$ cat src/rtl/pc_pkg.sv
// pc_pkg: address width, return-stack depth and address type shared by the PC and the return stack
package pc_pkg;
  localparam int ADDR_W = 12;
  localparam int RAS_DEPTH = 8;
  typedef logic [ADDR_W-1:0] addr_t;
endpackage

$ cat src/rtl/ras_regfile.sv
// ras_regfile: DEPTH x D register array, one write port (i_we/i_waddr/i_wdata), one async read port (i_raddr/o_rdata), no reset
module ras_regfile
  import pc_pkg::*;
#(
  parameter int D = ADDR_W,
  parameter int DEPTH = RAS_DEPTH,
  localparam int AW = $clog2(DEPTH)
) (
  input  logic          clk,
  input  logic          i_we,
  input  logic [AW-1:0] i_waddr,
  input  logic [D-1:0]  i_wdata,
  input  logic [AW-1:0] i_raddr,
  output logic [D-1:0]  o_rdata
);
  logic [D-1:0] r_mem [DEPTH];
  always_ff @(posedge clk)
    if (i_we) r_mem[i_waddr] <= i_wdata;
  assign o_rdata = r_mem[i_raddr];
endmodule

$ cat src/rtl/return_addr_stack.sv
// return_addr_stack: circular LIFO of link addresses; push_en/push_addr/pop_en/clear_err in, top_addr/top_valid/count/full/overflow/underflow out
module return_addr_stack
  import pc_pkg::*;
#(
  parameter int D = ADDR_W,
  parameter int DEPTH = RAS_DEPTH,
  localparam int SW = $clog2(DEPTH),
  localparam int CW = SW + 1
) (
  input  logic          clk,
  input  logic          reset,
  input  logic          push_en,
  input  logic [D-1:0]  push_addr,
  input  logic          pop_en,
  input  logic          clear_err,
  output logic [D-1:0]  top_addr,
  output logic          top_valid,
  output logic [CW-1:0] count,
  output logic          full,
  output logic          overflow,
  output logic          underflow
);
  localparam logic [SW-1:0] SP_ONE = SW'(1);
  localparam logic [CW-1:0] CNT_ONE = CW'(1);
  localparam logic [CW-1:0] CNT_FULL = CW'(DEPTH);
  logic [SW-1:0] r_sp, w_top_idx, w_waddr;
  logic [CW-1:0] r_count;
  logic          r_ovf, r_unf;
  logic          w_empty, w_we, w_ovf_evt, w_unf_evt;
  logic [D-1:0]  w_rdata;
  assign w_empty   = r_count == '0;
  assign w_top_idx = r_sp - SP_ONE;
  assign w_we      = push_en & ~(pop_en & w_empty) & ~reset;
  assign w_waddr   = pop_en ? w_top_idx : r_sp;
  assign w_ovf_evt = push_en & ~pop_en & full;
  assign w_unf_evt = pop_en & w_empty;
  ras_regfile #(.D(D), .DEPTH(DEPTH)) u_regfile (
    .clk     (clk),
    .i_we    (w_we),
    .i_waddr (w_waddr),
    .i_wdata (push_addr),
    .i_raddr (w_top_idx),
    .o_rdata (w_rdata)
  );
  always_ff @(posedge clk or posedge reset)
    if (reset) begin
      r_sp    <= '0;
      r_count <= '0;
      r_ovf   <= 1'b0;
      r_unf   <= 1'b0;
    end else begin
      if (push_en & ~pop_en) begin
        r_sp    <= r_sp + SP_ONE;
        r_count <= full ? r_count : r_count + CNT_ONE;
      end else if (pop_en & ~push_en & ~w_empty) begin
        r_sp    <= w_top_idx;
        r_count <= r_count - CNT_ONE;
      end
      r_ovf <= w_ovf_evt | (r_ovf & ~clear_err);
      r_unf <= w_unf_evt | (r_unf & ~clear_err);
    end
  assign full      = r_count == CNT_FULL;
  assign top_valid = ~w_empty;
  assign top_addr  = w_empty ? '0 : w_rdata;
  assign count     = r_count;
  assign overflow  = r_ovf;
  assign underflow = r_unf;
endmodule

$ cat config.mk
export PLATFORM = sky130hd
export DESIGN_NAME = return_addr_stack
export DESIGN_NICKNAME = d
export VERILOG_FILES = /design/src/rtl/pc_pkg.sv /design/src/rtl/ras_regfile.sv /design/src/rtl/return_addr_stack.sv
export SDC_FILE = /design/constraint.sdc
export NUM_CORES = 1
export LEC_CHECK = 0
export BUFFER_PORTS_ARGS = -buffer_cell sky130_fd_sc_hd__buf_2
export CORE_ASPECT_RATIO = 0.5
export CORE_MARGIN = 1.5
export CORE_UTILIZATION = 53
export DETAILED_ROUTE_END_ITERATION = 12
export GPL_TIMING_DRIVEN = 0
export PLACE_DENSITY = 0.83
export SLEW_MARGIN = 15
export SYNTH_ARGS = -nofsm -noshare
export SYNTH_HDL_FRONTEND = slang
export SYNTH_HIERARCHICAL = 1
export SYNTH_SLANG_ARGS = --single-unit
$ cat constraint.sdc
create_clock -name clk -period 2.2 [get_ports clk]
set_input_delay 0.22 -clock clk [delete_from_list [all_inputs] [get_ports clk]]
set_output_delay 0.22 -clock clk [all_outputs]
set_load 0.05 [all_outputs]
; Word-level counts from Yosys, hierarchy flattened
; Memories as Yosys holds them, arrays and structs flattened.
; Index checks and enable logic that the tools add are counted.
[classes]
addsub = 4
n_mul = 0
div_mod_pow = 0
magnitude_cmp = 0
n_eq_ne = 2
n_shift = 0
muxes = 9
bitwise_logic = 17
n_reduce_logical = 3
[ops]
columns = operator, count
row1 = 12-bit 2-to-1 mux, 1
row2 = 4-bit 2-to-1 mux, 3
row3 = 1-bit AND, 9
row4 = 3-bit 2-to-1 mux, 3
row5 = 1-bit inverter, 6
row6 = 4-bit by 1-bit adder with 4-bit output (second input constant), 1
row7 = 4-bit equality test (second input constant), 1
row8 = 4-bit zero test, 1
row9 = 4-bit by 1-bit subtractor with 4-bit output (second input constant), 1
row10 = 3-bit by 1-bit adder with 3-bit output (second input constant), 1
row11 = 3-bit by 1-bit subtractor with 3-bit output (second input constant), 1
row12 = 1-bit 2-to-1 mux, 2
row13 = 2-bit != test (second input constant), 1
row14 = 1-bit bitwise OR, 2
row15 = 2-bit AND reduction, 1
row16 = 2-bit nonzero test, 1
[totals]
ff_bits = 9
latchBits = 0
ram_bits = 96
romBits = 0
input_bits = 17
output_inout_bits = 20
elab_cells = 40
mem_count = 1
[memory_table]
columns = memory, depth, width, rd, rd_clocked_by_memory_dff, write_ports, line_no
row1 = u_regfile.r_mem, 8, 12, 1, 0, 1, ras_regfile.sv:16  ; logic [D-1:0] r_mem [DEPTH];

; Logic depth before layout (Yosys ltp)
[depth]
depth_word = 7
mapped_depth = 8
depth_no_buf = 6

; Cells and area by module
; The synthesis kept the hierarchy.
[by_module_without_submodules]
columns = mod, instances, cells_each, area_per_inst_um2, seq_area_each_um2
row1 = ras_regfile, 1, 152, 3747.3, 2882.8
row2 = return_addr_stack, 1, 77, 695.7, 225.2

; Worst setup path after synthesis
; Ideal clock, no wire load.
[synth_path]
path_type = register to register
from = register r_count[0], in the netlist count[0]
to = memory u_regfile/r_mem[0][0] (netlist bit) (enable)
setup_time_ns = 0.396
t_arrival_ns = 2.153
t_required_ns = 1.804
slack_ns = -0.349
stages_incl_launch_ff = 6
cell_sequence = dfrtp_1 > nor3_1 > nand3b_1 > and3_1 > nand2b_1 > nor3_1
[synth_via]
elab_chain_cells = 7
[synth_rtl]
columns = item, line_no
row1 = from (decl), return_addr_stack.sv:27  ; logic [CW-1:0] r_count;
row2 = from (signal assigned), return_addr_stack.sv:54  ; r_count <= full ? r_count : r_count + CNT_ONE;
row3 = from (signal assigned), return_addr_stack.sv:57  ; r_count <= r_count - CNT_ONE;
row4 = 4-bit zero test, return_addr_stack.sv:31  ; assign w_empty = r_count == '0;
row5 = 1-bit AND, return_addr_stack.sv:33  ; assign w_we = push_en & ~(pop_en & w_empty) & ~reset;
row6 = 1-bit inverter, return_addr_stack.sv:33
row7 = 1-bit AND (2 in a row), return_addr_stack.sv:33
row8 = named net w_we, return_addr_stack.sv:29  ; logic w_empty, w_we, w_ovf_evt, w_unf_evt;
row9 = 1-bit 2-to-1 mux, ras_regfile.sv:18  ; if (i_we) r_mem[i_waddr] <= i_wdata;
row10 = 1-bit 2-to-1 mux (implied by the code), ras_regfile.sv:18
row11 = to (decl), ras_regfile.sv:16
; The timed path passes the listed nets, and every way through them passes these cells.

; Final worst setup path
[layout_path]
from = register r_sp[0]
to = output port top_addr[3]
[layout_via]
elab_chain_cells = 3
[layout_rtl]
columns = item, line_no
row1 = from (decl), return_addr_stack.sv:26  ; logic [SW-1:0] r_sp, w_top_idx, w_waddr;
row2 = from (signal assigned), return_addr_stack.sv:53  ; r_sp <= r_sp + SP_ONE;
row3 = from (signal assigned), return_addr_stack.sv:56  ; r_sp <= w_top_idx;
row4 = 3-bit by 1-bit subtractor with 3-bit output, return_addr_stack.sv:32  ; assign w_top_idx = r_sp - SP_ONE;
row5 = named net w_top_idx[0], return_addr_stack.sv:26
row6 = memory 8 x 12 bit, n/a
row7 = named net w_rdata[3], return_addr_stack.sv:30  ; logic [D-1:0] w_rdata;
row8 = 12-bit 2-to-1 mux, return_addr_stack.sv:64  ; assign top_addr = w_empty ? '0 : w_rdata;
row9 = to (decl), return_addr_stack.sv:16  ; output logic [D-1:0] top_addr,
; The timed path passes the listed nets, and every way through them passes these cells.

==> results_tabular.tex <==
\begin{tabular}{lr}
\hline
Metric & Value \\
\hline
\multicolumn{2}{l}{\textbf{Status}} \\
Outcome & finished with violations \\
Failing checks & setup timing \\
\multicolumn{2}{l}{\textbf{Yosys}} \\
Flops \& latches, synth & 105 \\
Number of warnings issued by yosys & 6 \\
Sequential cell area fraction in the yosys report & 0.6995 \\
Area share of the largest cell type after synthesis & 0.6488 \\
Yosys top cell by area & sky130\_fd\_sc\_hd\_\_edfxtp\_1 \\
Main area contributors after synthesis & sky130\_fd\_sc\_hd\_\_edfxtp\_1 65\%, sky130\_fd\_sc\_hd\_\_mux4\_1 12\%, sky130\_fd\_sc\_hd\_\_dfrtp\_1 5.1\%, sky130\_fd\_sc\_hd\_\_mux2\_2 3.0\%, sky130\_fd\_sc\_hd\_\_and2\_1 1.7\% \\
Post-Synthesis Cells & 229 \\
Post-synthesis net count & 251 \\
Count of different cell masters after synthesis & 32 \\
Synthesized area per cell & 19.40 um\^{}2 \\
Mapped cell area & 4443 um\^{}2 \\
\multicolumn{2}{l}{\textbf{GRT}} \\
Initial antenna violation count & 0 \\
First-pass GRT wire length & 12590 um \\
GRT overflow & 0 \\
Global-route usage over all layers & 0.2060 \\
Largest net degree at the start of global routing & 17 \\
Number of global-route vias before repair & 2342 \\
\multicolumn{2}{l}{\textbf{Cells and area}} \\
Layout Cells excl Fill & 406 \\
Core utilization of the finished layout & 0.6770 \\
Area growth from synthesis to layout & 22.78\% \\
Nets@finish & 314 \\
Share of final-layout standard cells stronger than drive strength 1 & 0.4150 \\
Antenna diodes & 0 \\
\multicolumn{2}{l}{\textbf{Critical path}} \\
Worst setup path category & register to output pin \\
CP max FO & 10 \\
Worst EP required & 1980 ps \\
Sort of element at the start of the critical path & register \\
CP endpoint kind & output pin \\
WP data arrival & 2400 ps \\
\multicolumn{2}{l}{\textbf{Flow run}} \\
Count of max-cap constraint violations & 0 \\
\multicolumn{2}{l}{\textbf{Route}} \\
Antenna Nets Post-Route & 0 \\
Routed WL & 8665 um \\
Via density per instance & 5.650 \\
1st-pass router iterations & 4 \\
Initial detailed-routing violation count & 215 \\
Drt wl/cell & 21.34 um \\
Number of remaining DRC errors & 0 \\
Vias after detailed routing & 2294 \\
\multicolumn{2}{l}{\textbf{Timing}} \\
Actual slew at the worst max-slew pin & 677.4 ps \\
Tcrit/Tclk final & 1.193 \\
Time the final worst path needs with I/O delays and setup & 2624 ps \\
Post-Route Setup TNS & -7565 ps \\
Post-route setup slack & -423.9 ps \\
Final clock skew & 4.246 ps \\
RSZ-0062 raised after global routing & yes \\
Final Hold Vio Count & 0 \\
Max\_slew headroom & 0.5355 \\
Maximum clock rate & 381.1 MHz \\
Total of endpoints with negative setup slack in the final report & 60 \\
Max-slew violation total from the final report & 0 \\
\multicolumn{2}{l}{\textbf{CTS}} \\
TritonCTS buffer count & 9 \\
Number of sinks on the clock net & 105 \\
Level count of the clock H-tree & 3 \\
CTS tree & done \\
Clock latency on the worst-skew pair & 340 ps \\
CTS Root Cell & sky130\_fd\_sc\_hd\_\_clkbuf\_16 \\
Deepest clock path buffer count & 2 \\
Clock transition at the register clock pins on the worst setup and hold paths after CTS & 60 ps \\
\multicolumn{2}{l}{\textbf{Placement}} \\
Post-placement cell count & 377 \\
Port buffer count & 36 \\
Worst slack at placement & -487.1 ps \\
Final weighted congestion in routability-driven placement & 0.7659 \\
Detail Placement HPWL & 4804 um \\
\multicolumn{2}{l}{\textbf{Die}} \\
Core Rows & 23 \\
Core box area & 8058 um\^{}2 \\
Chip width & 132.5 um \\
Die Height & 67.74 um \\
Starting utilization of the core area & 0.5514 \\
Die area & 8975 um\^{}2 \\
Ports placed on the boundary & 37 \\
\multicolumn{2}{l}{\textbf{Min path}} \\
Min-Delay Path Class & primary input to register \\
\hline
\end{tabular}
==> cells in the mapped netlist <==
cell	n
sky130_fd_sc_hd__nor3_1	3
sky130_fd_sc_hd__a21oi_1	4
sky130_fd_sc_hd__nand2_1	7
sky130_fd_sc_hd__nor2_1	7
sky130_fd_sc_hd__nand2_2	1
sky130_fd_sc_hd__xor2_1	5
sky130_fd_sc_hd__mux4_2	3
sky130_fd_sc_hd__nand3_2	1
sky130_fd_sc_hd__edfxtp_1	96
sky130_fd_sc_hd__o22ai_1	2
sky130_fd_sc_hd__buf_4	1
sky130_fd_sc_hd__o21ai_2	1
sky130_fd_sc_hd__dfrtp_1	9
sky130_fd_sc_hd__buf_6	4
sky130_fd_sc_hd__or4_1	1
sky130_fd_sc_hd__xnor2_1	5
sky130_fd_sc_hd__o21ai_0	3
sky130_fd_sc_hd__fa_1	1
sky130_fd_sc_hd__buf_2	3
sky130_fd_sc_hd__inv_1	9
sky130_fd_sc_hd__mux2i_1	2
sky130_fd_sc_hd__o22ai_2	1
sky130_fd_sc_hd__nand2b_1	4
sky130_fd_sc_hd__ha_1	4
sky130_fd_sc_hd__clkbuf_1	2
sky130_fd_sc_hd__mux4_1	21
sky130_fd_sc_hd__and2_1	12
sky130_fd_sc_hd__and3_1	2
sky130_fd_sc_hd__mux2_2	12
sky130_fd_sc_hd__a21oi_2	1
sky130_fd_sc_hd__nand3b_1	1
sky130_fd_sc_hd__nand3_1	1
==> cell families (layout without fill, tap and decap cells) <==
family	Yosys count	count (layout)	share of synthesized area
AO/OA/AOI/OAI	12	12	0.01746
AND/OR/NAND/NOR	40	40	0.04872
buffers and inverters	19	84	0.02450
flip-flops	105	105	0.6995
adder cells (fa/ha/maj)	5	5	0.01577
multiplexers	38	38	0.1743
XOR/XNOR	10	10	0.01971
==> worst max-delay path: stages (launching register included) <==
cell                      delay (ps)
sky130_fd_sc_hd__dfrtp_1         400
sky130_fd_sc_hd__inv_2           110
sky130_fd_sc_hd__buf_6           180
sky130_fd_sc_hd__buf_8           180
sky130_fd_sc_hd__mux4_1          580
sky130_fd_sc_hd__mux2_2          300
sky130_fd_sc_hd__and2_4          140
sky130_fd_sc_hd__buf_4           180
==> state kept, by name, indices dropped and copies added (netlist names) <==
register and count:
count 4, overflow 1, r_sp 3, u_regfile/r_mem 96, underflow 1
==> final cells by class <==
cell class                      instances  area (um^2)
Buffer                                 10        121.4
Clock buffer                            9        225.2
Clock inverter                          4        52.55
Fill cell                             490         2603
Inverter                                9        33.78
Multi-Input combinational cell        105         1348
Sequential cell                       105         3109
Tap cell                              112        140.1
Timing Repair Buffer                   52        425.4
==> layout by cell type, fill, tap and decap left out, types with 2 or more instances in the layout <==
| master | instances |
|---|---|
| sky130_fd_sc_hd__and3_1 | 2 |
| sky130_fd_sc_hd__ha_1 | 3 |
| sky130_fd_sc_hd__a21oi_1 | 4 |
| sky130_fd_sc_hd__o21ai_0 | 3 |
| sky130_fd_sc_hd__xnor2_1 | 5 |
| sky130_fd_sc_hd__clkbuf_16 | 9 |
| sky130_fd_sc_hd__nor3_4 | 2 |
| sky130_fd_sc_hd__inv_6 | 2 |
| sky130_fd_sc_hd__o22ai_1 | 2 |
| sky130_fd_sc_hd__and2_4 | 10 |
| sky130_fd_sc_hd__mux4_1 | 20 |
| sky130_fd_sc_hd__nand2b_1 | 3 |
| sky130_fd_sc_hd__buf_6 | 11 |
| sky130_fd_sc_hd__buf_2 | 25 |
| sky130_fd_sc_hd__buf_8 | 2 |
| sky130_fd_sc_hd__edfxtp_1 | 96 |
| sky130_fd_sc_hd__dfrtp_1 | 8 |
| sky130_fd_sc_hd__buf_4 | 15 |
| sky130_fd_sc_hd__mux4_2 | 4 |
| sky130_fd_sc_hd__mux2i_1 | 2 |
| sky130_fd_sc_hd__nor2_4 | 6 |
| sky130_fd_sc_hd__inv_2 | 2 |
| sky130_fd_sc_hd__nand2_1 | 7 |
| sky130_fd_sc_hd__inv_1 | 7 |
| sky130_fd_sc_hd__mux2_2 | 12 |
| sky130_fd_sc_hd__and2_2 | 2 |
| sky130_fd_sc_hd__buf_12 | 7 |
| sky130_fd_sc_hd__xor2_2 | 2 |
| sky130_fd_sc_hd__xor2_1 | 3 |
==> per-stage QoR <==
step,hold WS (ps),instance area (um^2)
after floorplan,53.15,4484
after global placement,191.0,4805
after detailed placement,211.4,4815
after CTS,79.14,5373
after global routing,82.00,5455
final,89.88,5455
==> path summary, 6_finish.rpt <==
kind | from | endpoint | slack [ps] | cells past startpoint
worst min-delay path | clear_err | overflow | 90 | 2
min in group asynchronous | reset | overflow | 440 | 3
max in group asynchronous | reset | count[0] | 1430 | 3
worst max-delay path | r_sp[0] | top_addr[3] | -420 | 7
worst min register to register | underflow | underflow | 530 | 2
worst max register to register | r_sp[0] | u_regfile/r_mem[2][7] | -90 | 6
==> per-layer routing <==
| metal | global-route usage | wire length (um) | vias to the layer above |
|---|---|---|---|
| li1 | - | - | 1040 |
| met1 | 0.2453 | 3423 | 1158 |
| met2 | 0.3554 | 4420 | 81 |
| met3 | 0.06682 | 615 | 15 |
| met4 | 0.09203 | 206 | 0 |
| met5 | 0 | 0 | - |
==> repair_timing <==
item | CTS | global route
endpoints found under the setup margin | 108 | 109
pin swaps | 4 | 2
hold buffers | 1 | 0
hold endpoints to repair | 9 | 0
setup buffers | 12 | 3
gates resized for setup | 43 | 9
Power is not shown: default switching activity piles up to over one toggle a cycle in this logic, so the estimate is an artifact.
